$ cat config.mk
export PLATFORM = sky130hd
export DESIGN_NAME = vga_timing_gen
export DESIGN_NICKNAME = d
export VERILOG_FILES = /design/src/rtl/vga_timing_pkg.sv /design/src/rtl/sync_delay_line.sv /design/src/rtl/vga_timing_gen.sv
export SDC_FILE = /design/constraint.sdc
export NUM_CORES = 1
export LEC_CHECK = 0
export CAP_MARGIN = 20
export CELL_PAD_IN_SITES_DETAIL_PLACEMENT = 1
export CELL_PAD_IN_SITES_GLOBAL_PLACEMENT = 1
export CORE_UTILIZATION = 49
export DETAILED_ROUTE_END_ITERATION = 10
export DONT_BUFFER_PORTS = 1
export PLACE_DENSITY_LB_ADDON = 0.1
export SLEW_MARGIN = 20
export SYNTH_ARGS = -nofsm -noshare
export SYNTH_HDL_FRONTEND = slang
export SYNTH_SLANG_ARGS = --single-unit
$ cat constraint.sdc
create_clock -name vga_clk -period 1.95 [get_ports vga_clk]
set_input_delay 0.39 -clock vga_clk [delete_from_list [all_inputs] [get_ports vga_clk]]
set_output_delay 0.39 -clock vga_clk [all_outputs]
set_load 0.01 [all_outputs]
$ cat src/rtl/vga_timing_pkg.sv
// Shared types and default 640x480@60 timing for the VGA pixel-timing source.
// Latency: n/a (types and constants only).
// Backpressure: none.
package vga_timing_pkg;

    typedef logic [9:0] coord_t;

    localparam int COORD_RANGE   = 1024;

    localparam int H_VISIBLE_DEF = 640;
    localparam int H_FRONT_DEF   = 16;
    localparam int H_SYNC_DEF    = 96;
    localparam int H_BACK_DEF    = 48;
    localparam int V_VISIBLE_DEF = 480;
    localparam int V_FRONT_DEF   = 10;
    localparam int V_SYNC_DEF    = 2;
    localparam int V_BACK_DEF    = 33;

    localparam int H_TOTAL_DEF   = H_VISIBLE_DEF + H_FRONT_DEF + H_SYNC_DEF + H_BACK_DEF;
    localparam int V_TOTAL_DEF   = V_VISIBLE_DEF + V_FRONT_DEF + V_SYNC_DEF + V_BACK_DEF;

endpackage

$ cat src/rtl/sync_delay_line.sv
// Fixed-depth shift register that re-times hs/vs to match registered pixel data.
// Latency: DEPTH cycles.
// Backpressure: none; advances every pixel clock.
module sync_delay_line #(
    parameter int               DEPTH   = 1,
    parameter int               WIDTH   = 2,
    parameter logic [WIDTH-1:0] RST_VAL = '0
) (
    input  logic             vga_clk,
    input  logic             reset_n,
    input  logic [WIDTH-1:0] raw_sync,
    output logic [WIDTH-1:0] dly_sync
);

    logic [WIDTH-1:0] stage [DEPTH];

    always_ff @(posedge vga_clk or negedge reset_n) begin
        if (!reset_n) begin
            for (int i = 0; i < DEPTH; i++) begin
                stage[i] <= RST_VAL;
            end
        end else begin
            stage[0] <= raw_sync;
            for (int i = 1; i < DEPTH; i++) begin
                stage[i] <= stage[i-1];
            end
        end
    end

    assign dly_sync = stage[DEPTH-1];

endmodule

$ cat src/rtl/vga_timing_gen.sv
// VGA pixel-timing source: DrawX/DrawY/blank, hs/vs and frame ticks; VGA_SYNC_DELAY_EN adds a hs/vs delay line.
// Latency: all outputs one cycle after the hc/vc counters (hs/vs PIPE_DEPTH more with VGA_SYNC_DELAY_EN).
// Backpressure: none; free-running on every pixel clock.
module vga_timing_gen
    import vga_timing_pkg::*;
#(
    parameter int H_VISIBLE  = H_VISIBLE_DEF,
    parameter int H_FRONT    = H_FRONT_DEF,
    parameter int H_SYNC     = H_SYNC_DEF,
    parameter int H_BACK     = H_BACK_DEF,
    parameter int V_VISIBLE  = V_VISIBLE_DEF,
    parameter int V_FRONT    = V_FRONT_DEF,
    parameter int V_SYNC     = V_SYNC_DEF,
    parameter int V_BACK     = V_BACK_DEF,
    parameter bit SYNC_POL   = 1'b0,
    parameter int PIPE_DEPTH = 1
) (
    input  logic        vga_clk,
    input  logic        reset_n,
    output coord_t      DrawX,
    output coord_t      DrawY,
    output logic        blank,
    output logic        hs,
    output logic        vs,
    output logic        frame_start,
    output logic        vblank_start,
    output logic [15:0] frame_count
);

    localparam int H_TOTAL = H_VISIBLE + H_FRONT + H_SYNC + H_BACK;
    localparam int V_TOTAL = V_VISIBLE + V_FRONT + V_SYNC + V_BACK;

    localparam coord_t H_LAST   = coord_t'(H_TOTAL - 1);
    localparam coord_t V_LAST   = coord_t'(V_TOTAL - 1);
    localparam coord_t H_VIS    = coord_t'(H_VISIBLE);
    localparam coord_t V_VIS    = coord_t'(V_VISIBLE);
    localparam coord_t HS_FIRST = coord_t'(H_VISIBLE + H_FRONT);
    localparam coord_t HS_LAST  = coord_t'(H_VISIBLE + H_FRONT + H_SYNC - 1);
    localparam coord_t VS_FIRST = coord_t'(V_VISIBLE + V_FRONT);
    localparam coord_t VS_LAST  = coord_t'(V_VISIBLE + V_FRONT + V_SYNC - 1);

    if (H_TOTAL > COORD_RANGE || V_TOTAL > COORD_RANGE) begin : g_bad_totals
        $error("H_TOTAL and V_TOTAL must each be <= 1024");
    end
    if (PIPE_DEPTH < 1) begin : g_bad_pipe_depth
        $error("PIPE_DEPTH must be >= 1");
    end

    coord_t hc;
    coord_t vc;
    logic   h_wrap;
    logic   v_wrap;
    logic   wrap_q;
    logic   hs_raw;
    logic   vs_raw;

    assign h_wrap = (hc == H_LAST);
    assign v_wrap = (vc == V_LAST);

    always_ff @(posedge vga_clk or negedge reset_n) begin
        if (!reset_n) begin
            hc           <= '0;
            vc           <= '0;
            wrap_q       <= 1'b0;
            DrawX        <= '0;
            DrawY        <= '0;
            blank        <= 1'b0;
            hs_raw       <= ~SYNC_POL;
            vs_raw       <= ~SYNC_POL;
            frame_start  <= 1'b0;
            vblank_start <= 1'b0;
            frame_count  <= '0;
        end else begin
            hc <= h_wrap ? '0 : hc + 1'b1;
            if (h_wrap) begin
                vc <= v_wrap ? '0 : vc + 1'b1;
            end

            DrawX        <= hc;
            DrawY        <= vc;
            blank        <= (hc < H_VIS) && (vc < V_VIS);
            hs_raw       <= (hc >= HS_FIRST && hc <= HS_LAST) ? SYNC_POL : ~SYNC_POL;
            vs_raw       <= (vc >= VS_FIRST && vc <= VS_LAST) ? SYNC_POL : ~SYNC_POL;
            frame_start  <= (hc == '0) && (vc == '0);
            vblank_start <= (hc == '0) && (vc == V_VIS);

            // Count lands one cycle after the counter wrap so it shows up with frame_start;
            // the partial frame straight out of reset is never counted.
            wrap_q <= h_wrap && v_wrap;
            if (wrap_q) begin
                frame_count <= frame_count + 1'b1;
            end
        end
    end

`ifdef VGA_SYNC_DELAY_EN
    logic [1:0] sync_dly;

    sync_delay_line #(
        .DEPTH   (PIPE_DEPTH),
        .WIDTH   (2),
        .RST_VAL ({~SYNC_POL, ~SYNC_POL})
    ) u_sync_dly (
        .vga_clk  (vga_clk),
        .reset_n  (reset_n),
        .raw_sync ({hs_raw, vs_raw}),
        .dly_sync (sync_dly)
    );

    assign hs = sync_dly[1];
    assign vs = sync_dly[0];
`else
    assign hs = hs_raw;
    assign vs = vs_raw;
`endif

endmodule

# [Yosys cells after proc, flatten, opt, wreduce, memory -nomap -nowiden]
# Cells that the tools add are included.
[totals] register_bits=62 inputBits=2 out_inout_bits=41 elab_cells=35
[op_classes] add_sub_neg=3 n_lt_le_gt_ge=6 n_eq_ne=3 muxes=4 reduce_logical=8
[op_table] operator="$add 10x1->10 const B" n=2
[op_table] operator="$eq 10x10->1 const B" n=2
[op_table] operator="$logic_not 10->1" n=2
[op_table] operator="$mux 10" n=2
[op_table] operator="$add 16x1->16 const B" n=1
[op_table] operator="$eq 10x9->1 const B" n=1
[op_table] operator="$ge 10x10->1 const B" n=1
[op_table] operator="$ge 10x9->1 const B" n=1
[op_table] operator="$le 10x10->1 const B" n=1
[op_table] operator="$le 10x9->1 const B" n=1
[op_table] operator="$lt 10x10->1 const B" n=1
[op_table] operator="$lt 10x9->1 const B" n=1
[op_table] operator="$logic_and 1x1->1" n=6
[op_table] operator="$mux 1" n=2

# [Depth between registers and ports, before layout]
[depth] depth_word=3 depth_mapped=7 depth_no_buf=6

# [Worst setup path before layout]
# Ideal clock, no wire load.
[synth_timing] path_kind="register -> register" start="register hc[0]" end="register vc[9]" setup_ns=0.077 arrival_time_ns=1.663 t_required_ns=1.873 slack_ns=0.210 stages_incl_launch_ff=7 n_path_buf=1 synth_period_minus_slack_ns=1.740 path_cell_list="dfrtp_1 ha_1 and3_1 buf_2 nand4_4 or4_1 a21oi_1"
[synth_via] elab_chain_cells=1
[synth_rtl] element="from (decl)" line_no="vga_timing_gen.sv:49" source="coord_t hc;"
[synth_rtl] element="from (signal assigned)" line_no="vga_timing_gen.sv:74" source="hc <= h_wrap ? '0 : hc + 1'b1;"
[synth_rtl] element="$eq 10x10->1" line_no="vga_timing_gen.sv:57" source="assign h_wrap = (hc == H_LAST);"
[synth_rtl] element="to (signal assigned)" line_no="vga_timing_gen.sv:76" source="vc <= v_wrap ? '0 : vc + 1'b1;"
[synth_rtl] element="to (decl)" line_no="vga_timing_gen.sv:50" source="coord_t vc;"
# No other way between the ends.
# A chain may end at the register's enable or synchronous reset.

# [Worst setup path after layout]
[layout_timing] start="register vc[6]" end="register vc[0]"
[layout_via] elab_chain_cells=2
[layout_rtl] element="$eq 10x10->1" line_no="vga_timing_gen.sv:58" source="assign v_wrap = (vc == V_LAST);"
[layout_rtl] element="$mux 10" line_no="vga_timing_gen.sv:76"
# No other way between the ends.

==> impl_results.md <==
- Status: finished, final reports clean
- Mapped Area: 2470 µm²
- Leakage: about 0.0013 µW
- F_max: 547 MHz
- CTS clk-pin slew, worst paths: 0.07 ns
- Filler Cells Inserted: between 400 and 500
- Netlist cell types: 39
- Share of async-settable or async-resettable flops after synthesis: 100%
- Worst slew margin: 77.6%
- Critical Path AT: 2.05 ns
- DR DRC count: 0
- Placed cell areas: 2550 µm²
- Pwr Density: 821 nW/µm²
- Vias/cell: around 5.5
- CTS Root Cell: clkbuf_8
- GRT Total Usage: roughly a fifth
- Synth area leader: dfrtp_1
- Element type at the critical path end: flop
- Maximum number of pins on one net before global-route repair: 63
- Via count of the first global-routing pass: 1684
- Unrepaired setup endpoints after global routing: false
- I/O Buffers: 0
- Hold/Removal Path Class: reg -> reg
- Worst skew pair latency: roughly 0.33 ns
- Initial Util: 51.6%
- Crit start category: flop
- Reg2reg setup slack: 0.12 ns
- Final WS setup: 0.123 ns
- Synth cell count leaders: dfrtp_1 (60), nand3_1 (15), xnor2_1 (15)
- Die area: around 5300 µm²
- CTS Sinks: 62
- First-pass GRT wire length: 8240 µm
- Fin crit period: 1.83 ns
- Drt wl/cell: 17.7 µm
- Rows: 25
- Layout overhead on the synthesized area: 11.6%
- Placer Congestion: 0.788
- Worst slack, placed: 0.101 ns
- Clk_skew: roughly 0.0078 ns
- Endpoints failing setup: 0
- Slowest CP cell: or4_1
- Synth Instances: approximately 200
- Critical Path Fanout Max: 5
- Final Hold Vio Count: 0
- Final clock period utilization by the worst path: between 90% and 100%
- Synth warn: 0
- H-tree levels: 3
- TNS Setup: 0 ns
- Top cell family by delay on the critical path: simple AND/OR/NAND/NOR gates
- Final core occ: 57.6%
- Fin area: about 2800 µm²
- Synth Register Bits: 62
- Syn nets: 202
- EDFF count, synth: 0
- Sequential fraction of the synthesis area: a little over three fifths
- WS Path Type: reg -> reg
- Die Span Y: 73.0 µm
- Final #Nets: 215
- Routed WL: 4970 µm
- Syn avg cell area: 12.7 µm²
- Share of layout cells above drive strength 1: between 15 and 20%
- Via count: 1548
- Tightest Pin Transition: 0.335 ns
- Worst vdd ir: 0.468 mV
- Max_cap viols: 0
- Max Buffers Root-to-Sink: 2
- Top Ports: 43
- Core Region: between 4000 and 5000 µm²
- Crit path cell chain: or4_1, nor3_2, nor2_1, mux2_2
- Detailed Place HPWL: 3300 µm
- Initial antenna violation count: 0
- Yosys top cell area share: between 60% and 70%
- CP bufs+invs: 0
- 1st-pass router iterations: 5
- Post-route ant nets: 0
- CTS tree: built
- Area contributors post-synth: dfrtp_1 (61%), xnor2_1 (5.3%), xor2_1 (3.5%)
- Cell with the most instances after synthesis: dfrtp_1
- Top FF cell, synth: dfrtp_1
- DIE WIDTH: around 73 µm
- Antenna diode count: 0
- Max-slew violations: 0
- GR Overflow Total: 0
- CP required: 2.17 ns
- CTS Buf Count: 9
- CP max stage delay: 0.57 ns
- DRT iter0 DRCs: 68
[layout by cell type (no fill, tap or decap), drive strengths merged]
cell type / netlist / final
clkbuf: 4 / 14
xnor2: 15 / 15
or3: 2 / 2
xor2: 10 / 10
o31ai: 2 / 2
and3b: 1 / 1
and4: 2 / 2
dfrtp: 60 / 60
dlygate4sd3: 0 / 1
a2bb2oi: 1 / 1
nand3: 15 / 15
ha: 5 / 5
buf: 2 / 7
nor2: 13 / 13
o21a: 1 / 1
inv: 7 / 7
nand2: 8 / 8
nor3: 3 / 3
dfstp: 2 / 2
and2: 2 / 2
nor4b: 1 / 1
mux2: 2 / 2
a22o: 2 / 2
nand4b: 1 / 1
and3: 6 / 6
nand4: 12 / 12
or4: 3 / 3
clkinv: 0 / 2
nor4bb: 1 / 1
o21ai: 4 / 4
a21oi: 4 / 4
nor4: 4 / 4
[worst paths after layout]
path                       endpoint     from  cells after the start
setup / recovery              vc[0]    vc[6]                      4
hold / removal             DrawY[8]    vc[8]                      0
setup reg to reg              vc[0]    vc[6]                      4
hold reg to reg            DrawY[8]    vc[8]                      0
max in group asynchronous        vs  reset_n                      2
min in group asynchronous     vc[9]  reset_n                      2
[per-stage QoR]
stage	power [µW]	hold slack (ns)	instances
2_1_floorplan	1310	0.0944	195
3_3_place_gp	1310	0.0957	262
3_5_place_dp	1310	0.0959	262
4_1_cts	2290	0.456	280
5_1_grt	2350	0.484	280
6_report	2260	0.457	280
[cell type report]
type	count	area (µm²)	area share, %
flip-flops and latches	62	1550	56.4
clock inverters	2	10.0	0.363
inverters	7	26.3	0.954
multi-input cells	120	846	30.7
clock buffers	14	153	5.54
repair buffers	8	82.6	3.00
well taps	67	83.8	3.04
[where the power goes]
part | internal [µW] | leakage (µW) | switching (µW) | total (µW)
sequential | 1290 | 0.000830 | 0 | 1290
clock | 493 | 0.0000844 | 449 | 943
combinational | 7.10 | 0.000419 | 24.4 | 31.5
[registers in the layout (all words and copies together), names as in the netlist, 10 cells and up]
register	flops
DrawX	10
DrawY	10
vc	10
frame_count	16
hc	10
[worst register-to-register path: cells and delay by family (launching register included)]
| family | cells | cell delay [ns] |
|---|---|---|
| flip-flops | 1 | 0.42 |
| AND/OR/NAND/NOR | 3 | 1.02 |
| multiplexers | 1 | 0.28 |
[cells by family after synthesis]
logic type | after synthesis | synth area share (%)
muxes | 2 | 0.912
buffers and inverters | 13 | 2.84
DFF | 62 | 62.9
adders and majority gates | 5 | 2.53
and+or+nand+nor | 74 | 18.2
xor gates and xnor gates | 25 | 8.87
AOI/OAI and AO/OA | 14 | 3.65
[repair_timing]
action                                  in CTS  in global routing
setup buffers                                0                  0
resized for setup                            0                  1
endpoints found under the setup margin       0                  3
endpoints found under the hold margin       62                  0
hold buffers                                 2                  0
[metal layers]
metal  routed length (µm)  global-route usage [%]  vias to the layer above
li1                     -                       -                      712
met1                 2130                    25.5                      776
met2                 2490                    34.8                       50
met3                  231                    4.83                       10
met4                  117                    13.9                        0
met5                    0                       0                        -
Note: power is estimated with default switching activity, not from simulation.
==> patch 1: new RTL, same flow settings <==
Set the parameter `SYNC_POL` to 1'b1 (it was 1'b0).
--- a/src/rtl/vga_timing_gen.sv
+++ b/src/rtl/vga_timing_gen.sv
@@ -13,5 +13,5 @@
     parameter int V_SYNC     = V_SYNC_DEF,
     parameter int V_BACK     = V_BACK_DEF,
-    parameter bit SYNC_POL   = 1'b0,
+    parameter bit SYNC_POL   = 1'b1,
     parameter int PIPE_DEPTH = 1
 ) (
Behaviour: not the same (Yosys sat finds a counterexample within 4 cycles, from zero or initial values and one cycle with reset_n low).
==> patch 1 against the original RTL <==
  * Sequential power is essentially flat
  * Via count grew 2.3%
  * Power grew 5.0%
  * Area after synthesis shrank 1.9%
  * Wire length is essentially flat
  * Design area grew 0.82%
  * Count of clock-buffer cells in the layout shrank 2
  * Sequential cell count is the same
  * Worst setup slack lost 0.027 ns
==> patch 1: results (changes against the original RTL) <==
Parameter                              Value

Status
  Run status    completed

Logic synthesis
  Compound-Gate Fraction of Synth Area    0.03512 (-0.001369)
  Syn Nets    209 (+3.5%)
  Adder-cell share of the synthesized area    0.02583 (+0.0004843)
  Fraction of synthesized cell area in xor and xnor cells    0.09039 (+0.001695)
  Most numerous cell types in the synthesized netlist    dfrtp_1, nor2_1, xnor2_1
  Synthesized area per cell    11.99 µm² (-5.3%)
  Synth area leaders    dfrtp_1, xnor2_1, xor2_1, nand3_1, nand4_1
  Sequential-to-total area share from yosys stat    0.6405 (+0.01100)
  Count of unique library cells instantiated by Yosys    33 (-15%)

Setup path
  Max FO, Critical Path    5 (unchanged)

Finish
  Fillers    507 (+3.0%)
  Fin util    0.5842 (+0.008525)
  Final Net Count    227 (+5.6%)
  Fraction of layout cells with a size suffix above 1    0.1378 (-0.02185)

Place
  DP Cell Count    274 (+4.6%)
  DP Worst Slack    0.09400 ns (-0.007412 ns)
  Placer congestion estimate    0.8491 (+7.8%)
  Cell area after placement    2555 µm² (about the same)

Power
  Clock net power    1.06 mW (+12%)
  Power spent charging and discharging nets    0.4935 mW (+4.2%)
  Sequential fraction of design power    0.542 (-0.027)
  Worst voltage drop across the vdd grid    360.4 µV (-23%)

Route
  Detailed router's first-iteration violation count    70 (+2.9%)
  Routed via count    1,584 (+2.3%)
  Final wirelength    4965 µm (about the same)
  Vias per Instance    5.425 (-1.9%)

Global routing
  Vias in the first global route    1,672 (-0.71%)
  First-pass GRT wire length    8245 µm (about the same)

STA
  Transition time of the tightest slew-check pin    0.3881 ns (+0.05346 ns)
  Largest clock skew in the final design    0.006934 ns (-0.0008208 ns)
[patch 1: cell count changes in the layout (fill, tap and decap cells not counted), sizes merged, moves of 2 or more]
| cell | before | now |
|---|---|---|
| and3 | 6 | 4 |
| buf | 7 | 10 |
| clkbuf | 14 | 12 |
| dfrtp | 60 | 62 |
| dfstp | 2 | 0 |
| nand2 | 8 | 14 |
| nor2 | 13 | 16 |
| nor2b | 0 | 2 |
| nor3 | 3 | 9 |
| o31ai | 2 | 0 |
[patch 1: routing by layer]
layer  part of all wire  global-route usage  wire [µm]
met3              0.051             0.07917        253
met2               0.52              0.3510       2567
met4             0.0068             0.07190         34
met1               0.43              0.2620       2111
met5                  0                   0          0
[patch 1: final timing paths]
check                                       start                          to  slack, ns  cells after the start
worst min-delay path            vc[8]$_DFFE_PN0N_          DrawY[8]$_DFF_PN0_       0.45                      0
max in group asynchronous                 reset_n           vc[1]$_DFFE_PN0N_       1.09                      2
min in group asynchronous                 reset_n  frame_count[1]$_DFFE_PN0P_       0.60                      2
worst max-delay path            vc[8]$_DFFE_PN0N_           vc[3]$_DFFE_PN0N_        0.1                      4
worst min register to register  vc[8]$_DFFE_PN0N_          DrawY[8]$_DFF_PN0_       0.45                      0
worst max register to register  vc[8]$_DFFE_PN0N_           vc[3]$_DFFE_PN0N_        0.1                      4
[patch 1: critical path, cell delays in order, from the launching register on]
cell and delay (ns):
dfrtp_1 0.42, or4_4 0.54, or4_4 0.57, nand3_1 0.13, nand3_1 0.09
[patch 1: layout make-up]
cell class | instances | area share
Clock buffer | 12 | 0.04865
Timing Repair Buffer | 11 | 0.03784
Multi-Input combinational cell | 130 | 0.2995
Clock inverter | 4 | 0.01712
Inverter | 6 | 0.008108
Tap cell | 67 | 0.03018
Sequential cell | 62 | 0.5586
==> patch 2: new RTL, same flow settings <==
Without the edit above. Make the reset (`reset_n`) synchronous in one clocked block.
--- a/src/rtl/vga_timing_gen.sv
+++ b/src/rtl/vga_timing_gen.sv
@@ -58,5 +58,5 @@
     assign v_wrap = (vc == V_LAST);
 
-    always_ff @(posedge vga_clk or negedge reset_n) begin
+    always_ff @(posedge vga_clk) begin
         if (!reset_n) begin
             hc           <= '0;
Formal check against the unedited RTL: differs if reset_n is asserted again (counterexample within 4 cycles, from zero or initial values and one cycle with reset_n low); with reset_n held inactive, the same outputs for 10 cycles.
==> patch 2 against the original RTL <==
  * Design area is essentially flat
  * Sequential power is essentially flat
  * Via count grew 21%
  * Area after synthesis shrank 2.7%
  * Sequential cell count is the same
  * Power grew 3.9%
  * Global-route usage grew 2.2 points
  * Maximum frequency shrank 2.0%
  * Largest cell class unchanged
  * Worst setup slack lost 0.038 ns
  * Non-clock buffer count grew 7
  * Wire length grew 9.8%
==> patch 2: results (changes against the original RTL) <==
Parameter                              Value

Place
  Port Buf Inserts    0 (unchanged)
  DP Worst Slack    0.1017 ns (+0.0002960 ns)
  Placer congestion estimate    0.7860 (-0.19%)
  Half-perimeter wire length of the detailed placement result    3759 µm (+14%)

Power
  Leakage component of the power    1.044 nW (-22%)
  Power, Total    2.350 mW (+3.9%)
  Worst voltage drop across the vdd grid    513.4 µV (+9.6%)

Global routing
  GR Util All Layers    0.2359 (+0.02211)
  Global routing met3 resource utilization    0.05417 (+0.005824)
  Vias in the first global route    1,800 (+6.9%)
  Maximum number of pins on one net before global-route repair    23 (-63%)
  Number of antenna violations at the first check in global routing    0 (unchanged)
  Global routing met2 resource utilization    0.3501 (+0.002368)
  First-pass GRT wire length    9121 µm (+11%)
  Global routing met1 resource utilization    0.3119 (+0.05684)

Setup path
  Timing startpoint of the critical path    hc[1]$_SDFF_PP0_
  Setup slack of the worst register-to-register path    0.08 ns (-0.04 ns)
  Critical path destination    vc[7]$_SDFFE_PN0N_
  Length in cells of the worst reg-to-reg path    5 (+1)
  Max FO, Critical Path    6 (+1)
  CP arrival    2.13 ns (+0.08 ns)

Logic synthesis
  Count of unique library cells instantiated by Yosys    35 (-10%)
  Async SR Flop Fraction    0 (-1.000)
  Yosys warnings    0 (unchanged)
  Synth area leaders    dfxtp_1, nor2_1, and2_1, xor2_1, xnor2_1
  Syn Nets    260 (+29%)
  Most numerous cell types in the synthesized netlist    dfxtp_1, nor2_1, and2_1
  Sequential-to-total area share from yosys stat    0.5169 (-0.1126)

Finish
  Largest register by flop count    frame_count
  Final Net Count    276 (+28%)
  Fillers    545 (+11%)
  Antenna diode count    0 (unchanged)
  Number of flip-flops under the largest register name    16 (unchanged)
  Fraction of layout cells with a size suffix above 1    0.1277 (-0.03189)

Worst hold path
  Worst min-delay path category    primary input to register

Clocking
  Htree depth    3 (unchanged)
  Inserted Clock Buffers    9 (unchanged)
  Maximum clock insertion buffer count    2 (unchanged)
  Clock insertion delay at the later pin of the skew report    0.33 ns (about the same)
  Buffer type at the clock tree root    clkbuf_8
  Clock transition at the registers of the reported paths    0.07 ns (about the same)

Route
  Detailed router's first-iteration violation count    98 (+44%)
  Per-cell routed wire length    16.00 µm (-9.8%)
  Vias per Instance    5.478 (-0.91%)
  First-pass DRT Iterations    4 (-1)

STA
  Worst max-slew margin expressed relative to the limit    0.6963 (-0.07980)
  Crit share post-route    0.9566 (+0.01951)
  Largest clock skew in the final design    0.008192 ns (+0.0004373 ns)

Status
  Run status    completed
-- patch 2: metrics by stage --
stage               cells  area (µm²)  hold WS [ns]
finish                341        2756        0.1820
global route          341        2756        0.1680
CTS                   341        2738        0.1716
detailed placement    325        2557        0.4589
global placement      325        2557        0.4566
floorplan             253        2401        0.3957
-- patch 2: kinds of logic (layout without fill, tap and decap cells) --
family	count (synthesis)	in the layout	share of synthesized area
xor+xnor	20	20	0.07296
mux	1	1	0.004169
buf+inv	17	38	0.02762
flops	62	62	0.5169
compound gates	23	23	0.05628
fa+ha+maj	5	5	0.02606
simple gates	125	125	0.2960
-- patch 2: layout make-up --
type	count	area, µm²	share of cell area
Clock buffer	16	180.2	0.06537
Inverter	7	26.28	0.009532
Timing Repair Buffer	15	112.6	0.04085
Tap cell	67	83.83	0.03041
Multi-Input combinational cell	174	1112	0.4035
Sequential cell	62	1241	0.4503
-- patch 2: per-layer routing --
layer	share of wire	wire [µm]	vias to the layer above
li1	-	-	910
met1	0.49	2684	912
met2	0.45	2455	35
met3	0.032	175	11
met4	0.026	141	0
met5	0	0	-
-- patch 2: worst min path at each step --
stage | start | end | slack, ns | depth (start not counted)
after floorplan | vc[1]$_SDFFE_PN0N_ | vs$_SDFF_PN1_ | 0.40 | 1
after global placement | hc[0]$_SDFF_PP0_ | hc[0]$_SDFF_PP0_ | 0.46 | 1
after detailed placement | vc[1]$_SDFFE_PN0N_ | vs$_SDFF_PN1_ | 0.46 | 1
after CTS | reset_n | DrawX[4]$_SDFF_PN0_ | 0.17 | 1
after global routing | reset_n | DrawX[4]$_SDFF_PN0_ | 0.17 | 1
final | reset_n | DrawX[4]$_SDFF_PN0_ | 0.18 | 1
-- patch 2: power by group --
| group | internal (mW) | leakage, nW | switching (mW) |
|---|---|---|---|
| Combinational | 0.0136 | 0.453 | 0.0274 |
| Sequential | 1.28 | 0.501 | 0.0130 |
| Clock | 0.568 | 0.0910 | 0.448 |
-- patch 2: worst max-delay path, cell delays in order (launching register included) --
cell and delay, ns:
dfxtp_1 0.39, ha_2 0.24, nand3_4 0.08, or3_4 0.41
or4_1 0.52, a21oi_1 0.14
-- patch 2: timing repair --
action | CTS | global route
buffers inserted | 0 | 0
gates resized for setup | 0 | 3
endpoints found under the setup margin | 0 | 7
